## config.mk

```make
export PLATFORM = sky130hd
export DESIGN_NAME = pio_input_edge_capture_flat
export DESIGN_NICKNAME = d
export VERILOG_FILES = /design/src/rtl/pio_input_edge_capture_if.sv /design/src/rtl/pio_input_edge_capture.sv /design/src/flat_wrapper.sv
export SDC_FILE = /design/constraint.sdc
export NUM_CORES = 1
export LEC_CHECK = 0
export ABC_AREA = 1
export CORE_MARGIN = 1
export CORE_UTILIZATION = 40
export DETAILED_ROUTE_END_ITERATION = 7
export GPL_ROUTABILITY_DRIVEN = 0
export GPL_TIMING_DRIVEN = 1
export PLACE_DENSITY = 0.75
export SLEW_MARGIN = 20
export SYNTH_ARGS = -nofsm -noshare
export SYNTH_HDL_FRONTEND = slang
export SYNTH_SLANG_ARGS = --single-unit
```

## constraint.sdc

```tcl
create_clock -name clk -period 0.84 [get_ports clk]
set_input_delay 0.126 -clock clk [delete_from_list [all_inputs] [get_ports clk]]
set_output_delay 0.126 -clock clk [all_outputs]
set_load 0.02 [all_outputs]
```

## src/rtl/pio_input_edge_capture_if.sv

```systemverilog
// Bus bundle for the parallel-input port: the same zero-wait-state
// address/chipselect/write_n/writedata/readdata slave bus used by the
// output PIO. The master drives the strobes; the slave returns readdata.
interface pio_input_edge_capture_if;
   logic [1:0]  address;
   logic        chipselect;
   logic        write_n;
   logic [31:0] writedata;
   logic [31:0] readdata;

   modport master (
      output address,
      output chipselect,
      output write_n,
      output writedata,
      input  readdata
   );

   modport slave (
      input  address,
      input  chipselect,
      input  write_n,
      input  writedata,
      output readdata
   );
endinterface

```

## src/rtl/pio_input_edge_capture.sv

```systemverilog
// Parallel-input port with edge capture.
// in_port is synchronized into sync_q, which is readable as DATA. Selected
// edges of sync_q are latched into the write-1-to-clear EDGE_CAP register,
// and irq is raised while any captured bit is enabled in IRQ_MASK.
// Register map: 0 DATA (ro), 1 reserved, 2 IRQ_MASK (rw), 3 EDGE_CAP (w1c).
module pio_input_edge_capture #(
   parameter int unsigned WIDTH       = 11,  // 1..32
   parameter int unsigned EDGE_TYPE   = 0,   // 0 rising, 1 falling, 2 any
   parameter int unsigned SYNC_STAGES = 2    // 2..3
) (
   input  logic                      clk,
   input  logic                      reset_n,
   pio_input_edge_capture_if.slave   bus,
   input  logic [WIDTH-1:0]          in_port,
   output logic                      irq
);

   localparam int unsigned EDGE_RISE = 0;
   localparam int unsigned EDGE_FALL = 1;

   typedef enum logic [1:0] {
      REG_DATA = 2'd0,
      REG_RSVD = 2'd1,
      REG_MASK = 2'd2,
      REG_CAP  = 2'd3
   } reg_addr_e;

   reg_addr_e        addr;
   logic             wr;
   logic [WIDTH-1:0] sync_ff [SYNC_STAGES];
   logic [WIDTH-1:0] sync_q;
   logic [WIDTH-1:0] prev_q;
   logic [WIDTH-1:0] edge_det;
   logic [WIDTH-1:0] cap_clr;
   logic [WIDTH-1:0] irq_mask;
   logic [WIDTH-1:0] edge_cap;
   logic [WIDTH-1:0] rd_val;
   logic [31:0]      readdata_ext;
   logic             unused_wdata;

   assign addr = reg_addr_e'(bus.address);
   assign wr   = bus.chipselect & ~bus.write_n;

   // Only writedata[WIDTH-1:0] carries register content; upper bits are ignored.
   assign unused_wdata = ^bus.writedata;

   // Synchronizer chain: in_port -> SYNC_STAGES flops -> sync_q.
   always_ff @(posedge clk or negedge reset_n) begin
      if (!reset_n) begin
         // NOTE: the synchronizer is a small flop array, not a RAM, so every
         // stage is reset; otherwise a stale value would leak into DATA and
         // fake an edge after reset.
         for (int i = 0; i < int'(SYNC_STAGES); i++) begin
            sync_ff[i] <= '0;
         end
      end else begin
         // NOTE: non-blocking assignments make every stage sample the value
         // its predecessor held before this edge, giving a true shift chain.
         sync_ff[0] <= in_port;
         for (int i = 1; i < int'(SYNC_STAGES); i++) begin
            sync_ff[i] <= sync_ff[i-1];
         end
      end
   end

   assign sync_q = sync_ff[SYNC_STAGES-1];

   // sync_q delayed by one cycle, the reference for edge detection.
   always_ff @(posedge clk or negedge reset_n) begin
      if (!reset_n) begin
         prev_q <= '0;
      end else begin
         prev_q <= sync_q;
      end
   end

   // Edge detector selected at elaboration by EDGE_TYPE.
   always_comb begin
      // NOTE: a default before the case means every path assigns edge_det,
      // so no latch is inferred for unlisted EDGE_TYPE values.
      edge_det = sync_q ^ prev_q;
      case (EDGE_TYPE)
         EDGE_RISE: edge_det = sync_q & ~prev_q;
         EDGE_FALL: edge_det = ~sync_q & prev_q;
         default:   edge_det = sync_q ^ prev_q;
      endcase
   end

   // Write-1-to-clear mask for EDGE_CAP, active only on a write to address 3.
   always_comb begin
      cap_clr = '0;
      if (wr && addr == REG_CAP) begin
         cap_clr = bus.writedata[WIDTH-1:0];
      end
   end

   // Interrupt mask register, loaded on a write to address 2.
   always_ff @(posedge clk or negedge reset_n) begin
      if (!reset_n) begin
         irq_mask <= '0;
      end else if (wr && addr == REG_MASK) begin
         irq_mask <= bus.writedata[WIDTH-1:0];
      end
   end

   // Edge capture: clear first, then OR in new edges so a same-cycle edge wins.
   always_ff @(posedge clk or negedge reset_n) begin
      if (!reset_n) begin
         edge_cap <= '0;
      end else begin
         edge_cap <= (edge_cap & ~cap_clr) | edge_det;
      end
   end

   // Level interrupt straight from the registers; masking never clears EDGE_CAP.
   assign irq = |(edge_cap & irq_mask);

   // Read mux: zero when not selected, zero-extended above WIDTH.
   always_comb begin
      rd_val = '0;
      if (bus.chipselect) begin
         case (addr)
            REG_DATA: rd_val = sync_q;
            REG_RSVD: rd_val = '0;
            REG_MASK: rd_val = irq_mask;
            REG_CAP:  rd_val = edge_cap;
            default:  rd_val = '0;
         endcase
      end
      readdata_ext             = '0;
      readdata_ext[WIDTH-1:0]  = rd_val;
   end

   assign bus.readdata = readdata_ext;

endmodule

```

## src/flat_wrapper.sv

```systemverilog
// flat-port wrapper written by rule: the top's interface ports become plain ports
module pio_input_edge_capture_flat 
#(
   parameter int unsigned WIDTH       = 11,          
   parameter int unsigned EDGE_TYPE   = 0,                                
   parameter int unsigned SYNC_STAGES = 2           
)
  (clk, reset_n, in_port, irq, bus_address, bus_chipselect, bus_write_n, bus_writedata, bus_readdata);
  pio_input_edge_capture_if bus_i ();
  input  logic clk;
  input  logic reset_n;
  input  logic [WIDTH-1:0] in_port;
  output logic irq;
  input wire logic [$bits(bus_i.address)-1:0] bus_address;
  input wire logic [$bits(bus_i.chipselect)-1:0] bus_chipselect;
  input wire logic [$bits(bus_i.write_n)-1:0] bus_write_n;
  input wire logic [$bits(bus_i.writedata)-1:0] bus_writedata;
  output wire logic [$bits(bus_i.readdata)-1:0] bus_readdata;
  assign bus_i.address = bus_address;
  assign bus_i.chipselect = bus_chipselect;
  assign bus_i.write_n = bus_write_n;
  assign bus_i.writedata = bus_writedata;
  assign bus_readdata = bus_i.readdata;
  pio_input_edge_capture #(.WIDTH(WIDTH), .EDGE_TYPE(EDGE_TYPE), .SYNC_STAGES(SYNC_STAGES)) u_core (.clk(clk), .reset_n(reset_n), .bus(bus_i), .in_port(in_port), .irq(irq));
endmodule
```

==> flow_metrics.py <==
metrics = {
    "sta": {
        "finalHoldViolCount": 0,
        "drv_slew": 0,
        "setup_violations": 12,
        "finalCritPeriodShare": 1.66,
        "finClkSkew_ps": 3.56,
        "fmax_mhz": 717,
        "layout_setup_ws_ps": -554,
        "period_minus_slack_ps": 1390,
        "rsz0062_at_grt": "true",
    },
    "worst_setup_path": {
        "r2r_slack_ps": 60,
        "cp.required_ps": 710,
        "end_kind": "output port",
        "crit_slowest_cell": "dfrtp_1",
        "cp_slowest_stage_delay_ps": 420,
        "start_kind": "flip-flop",
        "crit_fanout": 3,
        "reg2reg_depth": 3,
        "crit_type": "reg2out",
        "r2r-start": "u_core.sync_q[3]$_DFF_PN0_",
        "r2r_end": "u_core.edge_cap[3]$_DFF_PN0_",
        "arrival_ps": 1270,
        "worstPathCellList": "nand2_1, nand3_1, nand3b_1, buf_6",
    },
    "synth": {
        "synth_top_area_frac": 0.577,
        "yosysTopAreaCell": "dfrtp_1",
        "syn_avg_cell_area_um2": 8.80,
        "syn_inst": 271,
        "synthTopCellsByArea": "dfrtp_1, nand2_1, nand3_1",
        "yosys_warnings": 0,
        "yosysSeqAreaShare": 0.577,
        "ys_seq_elements": 55,
        "synthDistinctLibCells": 13,
        "syn-cell-area_um2": 2380,
    },
    "layout": {
        "area_growth_syn_to_layout_pct": 32.1,
        "final_cell_mix": "nand2_1, dfrtp_1, nand3_1",
        "antenna_cells": 0,
        "final_common_cell": "nand2_1",
        "fillCellCount": 496,
        "fin_util": 0.562,
        "nNetsFinal": 383,
        "layout-drive-gt1-share": 0.239,
    },
    "pwr": {
        "fin_total_pwr_mw": 5.69,
        "irDropWorstVdd_mv": 0.953,
        "total_leakage_power_nw": 1.64,
        "power.density_nw_per_um2": 1810,
    },
    "clock_tree": {
        "cts-root-buf": "clkbuf_8",
        "cts_buffer_depth": 2,
        "clkSinkCount": 55,
        "cts_tree": "yes",
        "cts_buffers": 5,
        "clk_latency_ps": 310,
        "clkTransAtPathRegs_ps": 90,
        "cts_max_level": 2,
    },
    "detailed_routing": {
        "dr.pass1.iters": 4,
        "wl_per_cell_um": 12.2,
        "drt_iter0_drc": 162,
        "wl_mm": 4.98,
        "drc_errors": 0,
        "ant_nets": 0,
        "vias": 1925,
        "viasPerCell": 4.73,
    },
    "status": {
        "status": "finished with violations",
        "violations": "setup timing",
    },
    "global_route": {
        "antenna_found_initial": 0,
        "grt_pass1_wl_mm": 8.14,
        "grt_use_total": 0.171,
        "grt-ovfl-total": 0,
        "grt_pass1_vias": 1866,
        "grt_max_degree": 56,
    },
    "floorplanning": {
        "dieHeight_um": 79.2,
        "row_count": 27,
        "initial_core_util": 0.425,
        "core_area_um2": 5610,
        "dieArea_um2": 6270,
        "io_pins": 82,
        "chipWidth_um": 79.2,
    },
    "min_path": {
        "holdPathStages": 1,
        "hold_class": "in2reg",
        "worst_hold_path.endpoint": "u_core.sync_ff[18]$_DFF_PN0_",
        "min_from": "in_port[7]",
    },
    "placed_design": {
        "io_buffers": 39,
        "hpwl_mm": 3.30,
    },
    "flow_run": {
        "max-cap-violations": 0,
    },
}
## layer usage
layer | share of wire | vias to the layer above | GRT usage
met3 | 0.069 | 9 | 0.0402
met4 | 0.013 | 0 | 0.0600
li1 | - | 919 | -
met5 | 0 | - | 0
met2 | 0.50 | 84 | 0.297
met1 | 0.42 | 913 | 0.205
## worst max path at each step
stage	start	to	slack, ps	cells past startpoint
after floorplan	u_core.irq_mask[6]$_DFFE_PN0P_	irq	-40	4
after global placement	bus_address[1]	bus_readdata[8]	-1100	7
after detailed placement	bus_address[1]	bus_readdata[5]	-1100	7
after CTS	u_core.edge_cap[3]$_DFF_PN0_	irq	-520	4
after global routing	u_core.edge_cap[8]$_DFF_PN0_	irq	-640	5
final	u_core.edge_cap[2]$_DFF_PN0_	irq	-550	4
## metrics by stage
| step | hold slack (ps) | cells | setup slack (ps) | instance area, µm² | setup TNS, ps |
|---|---|---|---|---|---|
| floorplan | -170 | 291 | -36.8 | 2470 | -36.8 |
| global placement | 142 | 390 | -1100 | 2900 | -27140 |
| detailed placement | 146 | 390 | -1100 | 2900 | -27560 |
| CTS | 237 | 402 | -517 | 3040 | -4930 |
| global route | 235 | 407 | -637 | 3150 | -5850 |
| finish | 239 | 407 | -554 | 3150 | -4910 |
## Yosys cell counts (all sizes together)
master	n
nor2	5
nand3b	1
dfrtp	55
conb	1
nand2	94
nand3	56
inv	26
buf	33
## flip-flops by register name (all words and copies together) (netlist names)
| name | count |
|---|---|
| u_core.sync_q | 11 |
| u_core.prev_q | 11 |
| u_core.edge_cap | 11 |
| u_core.sync_ff | 11 |
| u_core.irq_mask | 11 |
## critical path, delay by kind of cell, from the launching register on
family	cells	cell delay, ps
DFF	1	420
and+or+nand+nor	3	390
buffers and inverters	1	150
## final cells by class
class / count / area (µm²) / share of cell area
Clock buffer: 7 / 96.3 / 0.0306
Inverter: 26 / 97.6 / 0.0310
Timing Repair Buffer: 69 / 666 / 0.211
Tap cell: 72 / 90.1 / 0.0286
Sequential cell: 55 / 1380 / 0.437
Multi-Input combinational cell: 177 / 816 / 0.259
Clock inverter: 1 / 7.51 / 0.00238
## cells by family after synthesis
| kind of cell | share of synthesized area |
|---|---|
| buffers and inverters | 0.140 |
| AND/OR/NAND/NOR | 0.281 |
| other | 0.00157 |
| flip-flops | 0.577 |
## power breakdown
part,leakage (nW),internal (mW),switching (mW)
clock,0.0505,0.751,0.848
sequential,0.625,2.86,0.141
combinational,0.963,0.492,0.599
total,1.64,4.10,1.59
## what timing repair did
action                                  4_1_cts  5_1_grt
pin swaps                                    39       22
gates resized for setup                      78       24
hold endpoints to repair                     55        0
endpoints found under the setup margin       34       34
hold buffers                                  1        0
buffers inserted                              3        6
Note: power is estimated with default switching activity, not from simulation.
